File: src/rtl/sseg_scan_controller_if.sv
// Write port of the seven-segment scan controller: a 16-bit hex value,
// per-digit decimal points and a leading-zero-blank flag, moved on a
// valid/ready handshake.
interface sseg_scan_controller_if;
    logic        wr_valid;
    logic        wr_ready;
    logic [15:0] wr_data;
    logic [3:0]  wr_dp;
    logic        wr_blank_lz;

    modport master (
        output wr_valid,
        output wr_data,
        output wr_dp,
        output wr_blank_lz,
        input  wr_ready
    );

    modport slave (
        input  wr_valid,
        input  wr_data,
        input  wr_dp,
        input  wr_blank_lz,
        output wr_ready
    );
endinterface

File: src/rtl/sseg_scan_controller.sv
// Time-multiplexed scan controller for a 4-digit common-anode 7-segment
// display. A single pending buffer holds the next value; it moves into the
// active buffer only at a frame boundary or while idle, so a frame is never
// torn. All outputs are registered copies of the next-state decode.
//
// state   | meaning
// --------+-------------------------------------------------------------
// S_IDLE  | not scanning, display dark, pending value copied straight in
// S_ON    | digit idx lit for CLK_DIV cycles
// S_GUARD | all digits dark for GUARD cycles before the next digit
module sseg_scan_controller #(
    parameter int CLK_DIV = 1000,
    parameter int GUARD   = 4
) (
    input  logic                  clk,
    input  logic                  rst,
    input  logic                  enable_i,
    sseg_scan_controller_if.slave wr,
    output logic [3:0]            digit_o,
    output logic [6:0]            sseg_o,
    output logic                  dp_o,
    output logic                  frame_done_o
);

    localparam int CNT_MAX = (CLK_DIV > GUARD) ? CLK_DIV : GUARD;
    localparam int CW      = (CNT_MAX > 1) ? $clog2(CNT_MAX) : 1;
    localparam logic [CW-1:0] ON_LAST = CW'(CLK_DIV - 1);
    localparam logic [CW-1:0] G_LAST  = CW'(GUARD - 1);

    typedef enum logic [1:0] {S_IDLE, S_ON, S_GUARD} state_t;

    // Active-high abcdefg glyphs for hex digits.
    function automatic logic [6:0] glyph(input logic [3:0] n);
        logic [6:0] g;
        case (n)
            4'h0: g = 7'h7E;
            4'h1: g = 7'h30;
            4'h2: g = 7'h6D;
            4'h3: g = 7'h79;
            4'h4: g = 7'h33;
            4'h5: g = 7'h5B;
            4'h6: g = 7'h5F;
            4'h7: g = 7'h70;
            4'h8: g = 7'h7F;
            4'h9: g = 7'h7B;
            4'hA: g = 7'h77;
            4'hB: g = 7'h1F;
            4'hC: g = 7'h4E;
            4'hD: g = 7'h3D;
            4'hE: g = 7'h4F;
            default: g = 7'h47;
        endcase
        return g;
    endfunction

    state_t        state_q, state_d;
    logic [1:0]    idx_q, idx_d;
    logic [CW-1:0] cnt_q, cnt_d;
    logic [15:0]   act_data_q, act_data_d;
    logic [3:0]    act_dp_q, act_dp_d;
    logic          act_lz_q, act_lz_d;
    logic [15:0]   pend_data_q, pend_data_d;
    logic [3:0]    pend_dp_q, pend_dp_d;
    logic          pend_lz_q, pend_lz_d;
    logic          pend_full_q, pend_full_d;
    logic [3:0]    digit_q, digit_d;
    logic [6:0]    sseg_q, sseg_d;
    logic          dp_q, dp_d;
    logic          frame_done_q, frame_done_d;

    logic          accept;
    logic          boundary;
    logic [3:0]    nib;
    logic          upper_zero;
    logic          blank;

    assign wr.wr_ready  = ~pend_full_q;
    assign digit_o      = digit_q;
    assign sseg_o       = sseg_q;
    assign dp_o         = dp_q;
    assign frame_done_o = frame_done_q;

    // Next-state: buffers, scan sequencing, and decode of the next display state.
    always_comb begin
        state_d     = state_q;
        idx_d       = idx_q;
        cnt_d       = cnt_q;
        act_data_d  = act_data_q;
        act_dp_d    = act_dp_q;
        act_lz_d    = act_lz_q;
        pend_data_d = pend_data_q;
        pend_dp_d   = pend_dp_q;
        pend_lz_d   = pend_lz_q;
        pend_full_d = pend_full_q;

        accept   = wr.wr_valid && !pend_full_q;
        boundary = (state_q == S_GUARD) && (idx_q == 2'd3) && (cnt_q == G_LAST);

        // A transfer needs a full pending buffer, so it can never coincide
        // with an accept; a write landing on the boundary waits a frame.
        if (pend_full_q && ((state_q == S_IDLE) || boundary)) begin
            act_data_d  = pend_data_q;
            act_dp_d    = pend_dp_q;
            act_lz_d    = pend_lz_q;
            pend_full_d = 1'b0;
        end
        if (accept) begin
            pend_data_d = wr.wr_data;
            pend_dp_d   = wr.wr_dp;
            pend_lz_d   = wr.wr_blank_lz;
            pend_full_d = 1'b1;
        end

        if (!enable_i) begin
            state_d = S_IDLE;
            idx_d   = 2'd0;
            cnt_d   = '0;
        end else begin
            case (state_q)
                S_IDLE: begin
                    state_d = S_ON;
                    idx_d   = 2'd0;
                    cnt_d   = '0;
                end
                S_ON: begin
                    if (cnt_q == ON_LAST) begin
                        state_d = S_GUARD;
                        cnt_d   = '0;
                    end else begin
                        cnt_d = cnt_q + CW'(1);
                    end
                end
                S_GUARD: begin
                    if (cnt_q == G_LAST) begin
                        state_d = S_ON;
                        idx_d   = idx_q + 2'd1;
                        cnt_d   = '0;
                    end else begin
                        cnt_d = cnt_q + CW'(1);
                    end
                end
                default: begin
                    state_d = S_IDLE;
                    idx_d   = 2'd0;
                    cnt_d   = '0;
                end
            endcase
        end

        case (idx_d)
            2'd0: begin nib = act_data_d[3:0];   upper_zero = 1'b0;                     end
            2'd1: begin nib = act_data_d[7:4];   upper_zero = (act_data_d[15:4]  == '0); end
            2'd2: begin nib = act_data_d[11:8];  upper_zero = (act_data_d[15:8]  == '0); end
            default: begin nib = act_data_d[15:12]; upper_zero = (act_data_d[15:12] == '0); end
        endcase
        blank = act_lz_d && upper_zero;

        digit_d      = 4'hF;
        sseg_d       = 7'h7F;
        dp_d         = 1'b1;
        frame_done_d = (state_d == S_GUARD) && (idx_d == 2'd3) && (cnt_d == G_LAST);
        if (state_d == S_ON) begin
            // A blanked digit stays enabled when its decimal point is lit.
            if (!blank || act_dp_d[idx_d])
                digit_d[idx_d] = 1'b0;
            sseg_d = blank ? 7'h7F : ~glyph(nib);
            dp_d   = ~act_dp_d[idx_d];
        end
    end

    // State, buffers and registered outputs; reset darkens the display at once.
    always_ff @(posedge clk or posedge rst) begin
        if (rst) begin
            state_q      <= S_IDLE;
            idx_q        <= 2'd0;
            cnt_q        <= '0;
            act_data_q   <= '0;
            act_dp_q     <= '0;
            act_lz_q     <= 1'b0;
            pend_data_q  <= '0;
            pend_dp_q    <= '0;
            pend_lz_q    <= 1'b0;
            pend_full_q  <= 1'b0;
            digit_q      <= 4'hF;
            sseg_q       <= 7'h7F;
            dp_q         <= 1'b1;
            frame_done_q <= 1'b0;
        end else begin
            state_q      <= state_d;
            idx_q        <= idx_d;
            cnt_q        <= cnt_d;
            act_data_q   <= act_data_d;
            act_dp_q     <= act_dp_d;
            act_lz_q     <= act_lz_d;
            pend_data_q  <= pend_data_d;
            pend_dp_q    <= pend_dp_d;
            pend_lz_q    <= pend_lz_d;
            pend_full_q  <= pend_full_d;
            digit_q      <= digit_d;
            sseg_q       <= sseg_d;
            dp_q         <= dp_d;
            frame_done_q <= frame_done_d;
        end
    end

endmodule

File: src/flat_wrapper.sv
// flat-port wrapper written by rule: the top's interface ports become plain ports
module sseg_scan_controller_flat 
#(
    parameter int CLK_DIV = 1000,
    parameter int GUARD   = 4
)
  (clk, rst, enable_i, digit_o, sseg_o, dp_o, frame_done_o, wr_wr_valid, wr_wr_data, wr_wr_dp, wr_wr_blank_lz, wr_wr_ready);
  sseg_scan_controller_if wr_i ();
  input  logic clk;
  input  logic rst;
  input  logic enable_i;
  output logic [3:0] digit_o;
  output logic [6:0] sseg_o;
  output logic dp_o;
  output logic frame_done_o;
  input wire logic [$bits(wr_i.wr_valid)-1:0] wr_wr_valid;
  input wire logic [$bits(wr_i.wr_data)-1:0] wr_wr_data;
  input wire logic [$bits(wr_i.wr_dp)-1:0] wr_wr_dp;
  input wire logic [$bits(wr_i.wr_blank_lz)-1:0] wr_wr_blank_lz;
  output wire logic [$bits(wr_i.wr_ready)-1:0] wr_wr_ready;
  assign wr_i.wr_valid = wr_wr_valid;
  assign wr_i.wr_data = wr_wr_data;
  assign wr_i.wr_dp = wr_wr_dp;
  assign wr_i.wr_blank_lz = wr_wr_blank_lz;
  assign wr_wr_ready = wr_i.wr_ready;
  sseg_scan_controller #(.CLK_DIV(CLK_DIV), .GUARD(GUARD)) u_core (.clk(clk), .rst(rst), .enable_i(enable_i), .wr(wr_i), .digit_o(digit_o), .sseg_o(sseg_o), .dp_o(dp_o), .frame_done_o(frame_done_o));
endmodule
File: config.mk
export PLATFORM = sky130hd
export DESIGN_NAME = sseg_scan_controller_flat
export DESIGN_NICKNAME = d
export VERILOG_FILES = /design/src/rtl/sseg_scan_controller_if.sv /design/src/rtl/sseg_scan_controller.sv /design/src/flat_wrapper.sv
export SDC_FILE = /design/constraint.sdc
export NUM_CORES = 1
export LEC_CHECK = 0
export ABC_CLOCK_PERIOD_IN_PS = 4400
export BUFFER_PORTS_ARGS = -buffer_cell sky130_fd_sc_hd__buf_2
export CORE_ASPECT_RATIO = 0.75
export CORE_MARGIN = 1.5
export CORE_UTILIZATION = 50
export CTS_CLUSTER_SIZE = 28
export DETAILED_ROUTE_END_ITERATION = 10
export PLACE_DENSITY_LB_ADDON = 0.05
export SYNTH_ARGS = -nofsm -noshare
export SYNTH_HDL_FRONTEND = slang
export SYNTH_SLANG_ARGS = --single-unit
export TNS_END_PERCENT = 50
File: constraint.sdc
create_clock -name clk -period 4.4 [get_ports clk]
set_clock_uncertainty 0.2 [all_clocks]
set_input_delay 0.88 -clock clk [delete_from_list [all_inputs] [get_ports clk]]
set_output_delay 0.88 -clock clk [all_outputs]
set_load 0.01 [all_outputs]
==> flow_summary.json <==
{
  "post-synth-top-area-fraction": 0.4039,
  "top_achievable_clock_speed_mhz": 254.0,
  "final.period_utilization": 0.8946,
  "antenna_cells": 0,
  "worst_path_max_delay_cell": "sky130_fd_sc_hd__a211oi_1",
  "yosys_warnings": 0,
  "hold_viol": 0,
  "drt.antenna.violating_nets": 0,
  "die_y_um": 76.42,
  "cts_sink_count": 70,
  "netlist_instances": 333,
  "cts.repair_timing.setup_buffer_count": 0,
  "cts_tree": "yes",
  "max-cap-violations": 0,
  "tritoncts.num_buffers": 9,
  "power_density_mw_per_mm2": 535.6,
  "detailedPlacementHpwl_um": 5502,
  "finalSetupTns_ps": 0,
  "drc": 0,
  "report.power.total_mw": 2.198,
  "category_of_the_worst_setup_path_launch_point": "flop",
  "worst_setup_hold_path_clk_slew_ps": 80,
  "placement_rows": 26,
  "wl_per_cell_um": 15.87,
  "number_of_antenna_violations_at_the_first_check_in_global_routing": 0,
  "start_util": 0.5210,
  "grt_max_degree": 41,
  "syn-mean-instance-area_um2": 10.79,
  "finalWorstPathRequiredPeriod_ps": 3936,
  "cp_data_required_time_ps": 4470,
  "leakagePower_nw": 1.863,
  "cts_hold_buf": 0,
  "dp.cells": 461,
  "routabilityCongestion": 0.8606,
  "cts_root_buf": "sky130_fd_sc_hd__clkbuf_8",
  "max-slew-margin-rel": 0.3391,
  "rsz_0062_raised_after_global_routing": "false",
  "layout-drive-gt1-share": 0.3034,
  "synth_top_area_cell": "sky130_fd_sc_hd__dfrtp_1",
  "route.detailed.vias_per_inst": 5.457,
  "synthesis_to_layout_area_growth_pct": 14.21,
  "worst_path_most_repeated_cell": "sky130_fd_sc_hd__ha_1",
  "synth.top_cells.by_area": "sky130_fd_sc_hd__dfrtp_1 40%, sky130_fd_sc_hd__mux2_2 9.4%, sky130_fd_sc_hd__dfstp_2 8.8%",
  "synth_nets": 371,
  "post-route-worst-setup-slack_ps": 463.7,
  "num_io_pins": 39,
  "worstSetupPathType": "flop to flop",
  "report.final.setup_viol": 0,
  "syn-cell-area_mm2": 0.003593,
  "floorplan.core_area_mm2": 0.006897,
  "synth.lib_cells_used.distinct": 64,
  "max_stage_delay_ps": 650,
  "slew_violations": 0,
  "outcome": "complete, no violations",
  "number_of_buffers_between_clock_root_and_the_deepest_sink": 2,
  "htree_levels": 3,
  "dr_total_vias": 2603,
  "final_nets": 412,
  "postLayoutCellArea_mm2": 0.004104,
  "timing.hold.worst.class": "flop to flop",
  "async_flop_share": 1.000,
  "sequential_cell_area_mm2": 0.001767,
  "num-fill-cells": 618,
  "globalRoute.totalOverflow": 0,
  "ys_ff_latch": 70,
  "end_kind": "flop",
  "die_x_um": 100.9,
  "worst-path-max-fanout": 11,
  "initialDrtViolationCount": 139,
  "timing.critical_path.arrival_ps": 4010,
  "ir_worst_vdd_mv": 0.2717,
  "worst_slew_pin_slew_ps": 986.9,
  "synth_sequential_area_ratio": 0.4916,
  "synth_enable_flop_cells": 0,
  "placed_instance_area_mm2": 0.003890,
  "rrSetupSlack_ps": 460,
  "dp_worst_setup_slack_ps": 531.6,
  "grt_first_pass_wirelength_um": 12860,
  "synth_flop_cell": "sky130_fd_sc_hd__dfrtp_1",
  "post_layout_nonfiller_instances": 477,
  "port_buffers": 38,
  "wirelength_um": 7569,
  "clk_latency_ps": 360,
  "multi_input_area_mm2": 0.001694,
  "design.die.area_mm2": 0.007710,
  "drt-pass1-iter-count": 4,
  "post_cts_resize_count": 0,
  "path_cells": "ha_1 -> or3b_2 -> o31a_1 -> o211ai_2 -> o21ai_0 -> a211oi_1 -> ha_1 -> inv_1 -> nor3_1 -> a21oi_1 -> o221ai_1",
  "grtUsageTotal": 0.2180,
  "vias_in_the_first_global_route": 2483
}
[power breakdown]
part           switching, mW  internal [mW]  total, mW
Combinational          0.352          0.299      0.651
Sequential             0.123          0.854      0.977
Clock                  0.252          0.318      0.570
Total                  0.727           1.47       2.20
[cells in the final DEF (no fill, tap or decap), types with 3 or more instances in the layout]
master                      n
sky130_fd_sc_hd__and3_1     4
sky130_fd_sc_hd__buf_2     38
sky130_fd_sc_hd__xnor2_1    7
sky130_fd_sc_hd__xor2_1     3
sky130_fd_sc_hd__nand2_1   39
sky130_fd_sc_hd__o221ai_1   3
sky130_fd_sc_hd__a21oi_1    6
sky130_fd_sc_hd__ha_1      13
sky130_fd_sc_hd__o211ai_1   3
sky130_fd_sc_hd__nand4_1    3
sky130_fd_sc_hd__mux2i_1   11
sky130_fd_sc_hd__nor4_1     6
sky130_fd_sc_hd__nor3_1     6
sky130_fd_sc_hd__a211oi_1   5
sky130_fd_sc_hd__nor2_1    21
sky130_fd_sc_hd__clkbuf_8   9
sky130_fd_sc_hd__nor2b_1    3
sky130_fd_sc_hd__mux2_2    30
sky130_fd_sc_hd__dfrtp_1   58
sky130_fd_sc_hd__buf_4      6
sky130_fd_sc_hd__dfstp_2   12
sky130_fd_sc_hd__and2_1     6
sky130_fd_sc_hd__inv_1     17
sky130_fd_sc_hd__a31oi_1    3
sky130_fd_sc_hd__nand3_1    8
sky130_fd_sc_hd__o21ai_0   10
[cells by family (layout without fill, tap and decap cells)]
logic type	count (synthesis)	count (layout)	synth area share
AOI/OAI and AO/OA	55	55	0.1226
xor gates and xnor gates	10	10	0.02437
adders and majority gates	13	13	0.04527
buffers and inverters	33	79	0.03760
DFF	70	70	0.4916
muxes	41	41	0.1247
and+or+nand+nor	111	111	0.1539
[state kept, by name, summed over array words and instances (netlist names)]
name,cells
u_core.pend_full_q,1
u_core.sseg_o,7
u_core.pend_data_q,16
u_core.state_q,2
u_core.digit_o,4
u_core.pend_dp_q,4
u_core.pend_lz_q,1
u_core.frame_done_o,1
u_core.act_lz_q,1
u_core.dp_o,1
u_core.cnt_q,10
u_core.idx_q,2
u_core.act_data_q,16
u_core.act_dp_q,4
[critical path, delay by kind of cell, from the launching register on]
| kind | cells | cell delay, ps |
|---|---|---|
| adder cells (fa/ha/maj) | 2 | 520 |
| AO/OA/AOI/OAI | 6 | 1900 |
| flip-flops | 1 | 390 |
| AND/OR/NAND/NOR | 2 | 770 |
| buffers and inverters | 1 | 70 |
[area by class of cell]
type	count	share of cell area
clock buffers	10	0.03110
inverters	19	0.01738
flip-flops and latches	70	0.4305
well taps	98	0.02988
multi-input cells	230	0.4128
repair buffers	44	0.05732
clock inverters	6	0.02104
[final timing paths]
| kind | startpoint | endpoint | cells past startpoint |
|---|---|---|---|
| worst max register to register | u_core.cnt_q[0]$_DFF_PP0_ | u_core.sseg_o[0]$_DFF_PP1_ | 11 |
| min in group asynchronous | rst | u_core.idx_q[0]$_DFF_PP0_ | 2 |
| worst min register to register | u_core.act_dp_q[1]$_DFF_PP0_ | u_core.act_dp_q[1]$_DFF_PP0_ | 2 |
| max in group asynchronous | rst | u_core.digit_o[3]$_DFF_PP1_ | 3 |
| worst max-delay path | u_core.cnt_q[0]$_DFF_PP0_ | u_core.sseg_o[0]$_DFF_PP1_ | 11 |
| worst min-delay path | u_core.act_dp_q[1]$_DFF_PP0_ | u_core.act_dp_q[1]$_DFF_PP0_ | 2 |
[stage by stage]
step / utilization / hold slack (ps)
after floorplan: - / 233.8
after global placement: 0.5640 / 251.7
after detailed placement: 0.5640 / 255.6
after CTS: 0.5951 / 281.0
after global routing: 0.5951 / 295.6
final: 0.5951 / 277.5
[Yosys cell counts (all sizes together), types with 5 or more instances]
cell type and n:
dfstp 12, o21ai 12, dfrtp 58, a211oi 5, xnor2 7, inv 19, nor3 6, nand2 39
nor2 21, and2 7, buf 7, nand3 8, clkbuf 7, ha 13, a21oi 6, mux2 30
nor4 7, mux2i 11
[metal layers]
layer	share of wire	GRT usage	up-vias
met5	0	0	-
met4	0.013	0.06389	0
met3	0.049	0.06055	8
met2	0.43	0.3034	52
met1	0.51	0.3301	1275
li1	-	-	1268
No activity file was read; power rests on OpenSTA's default activity.
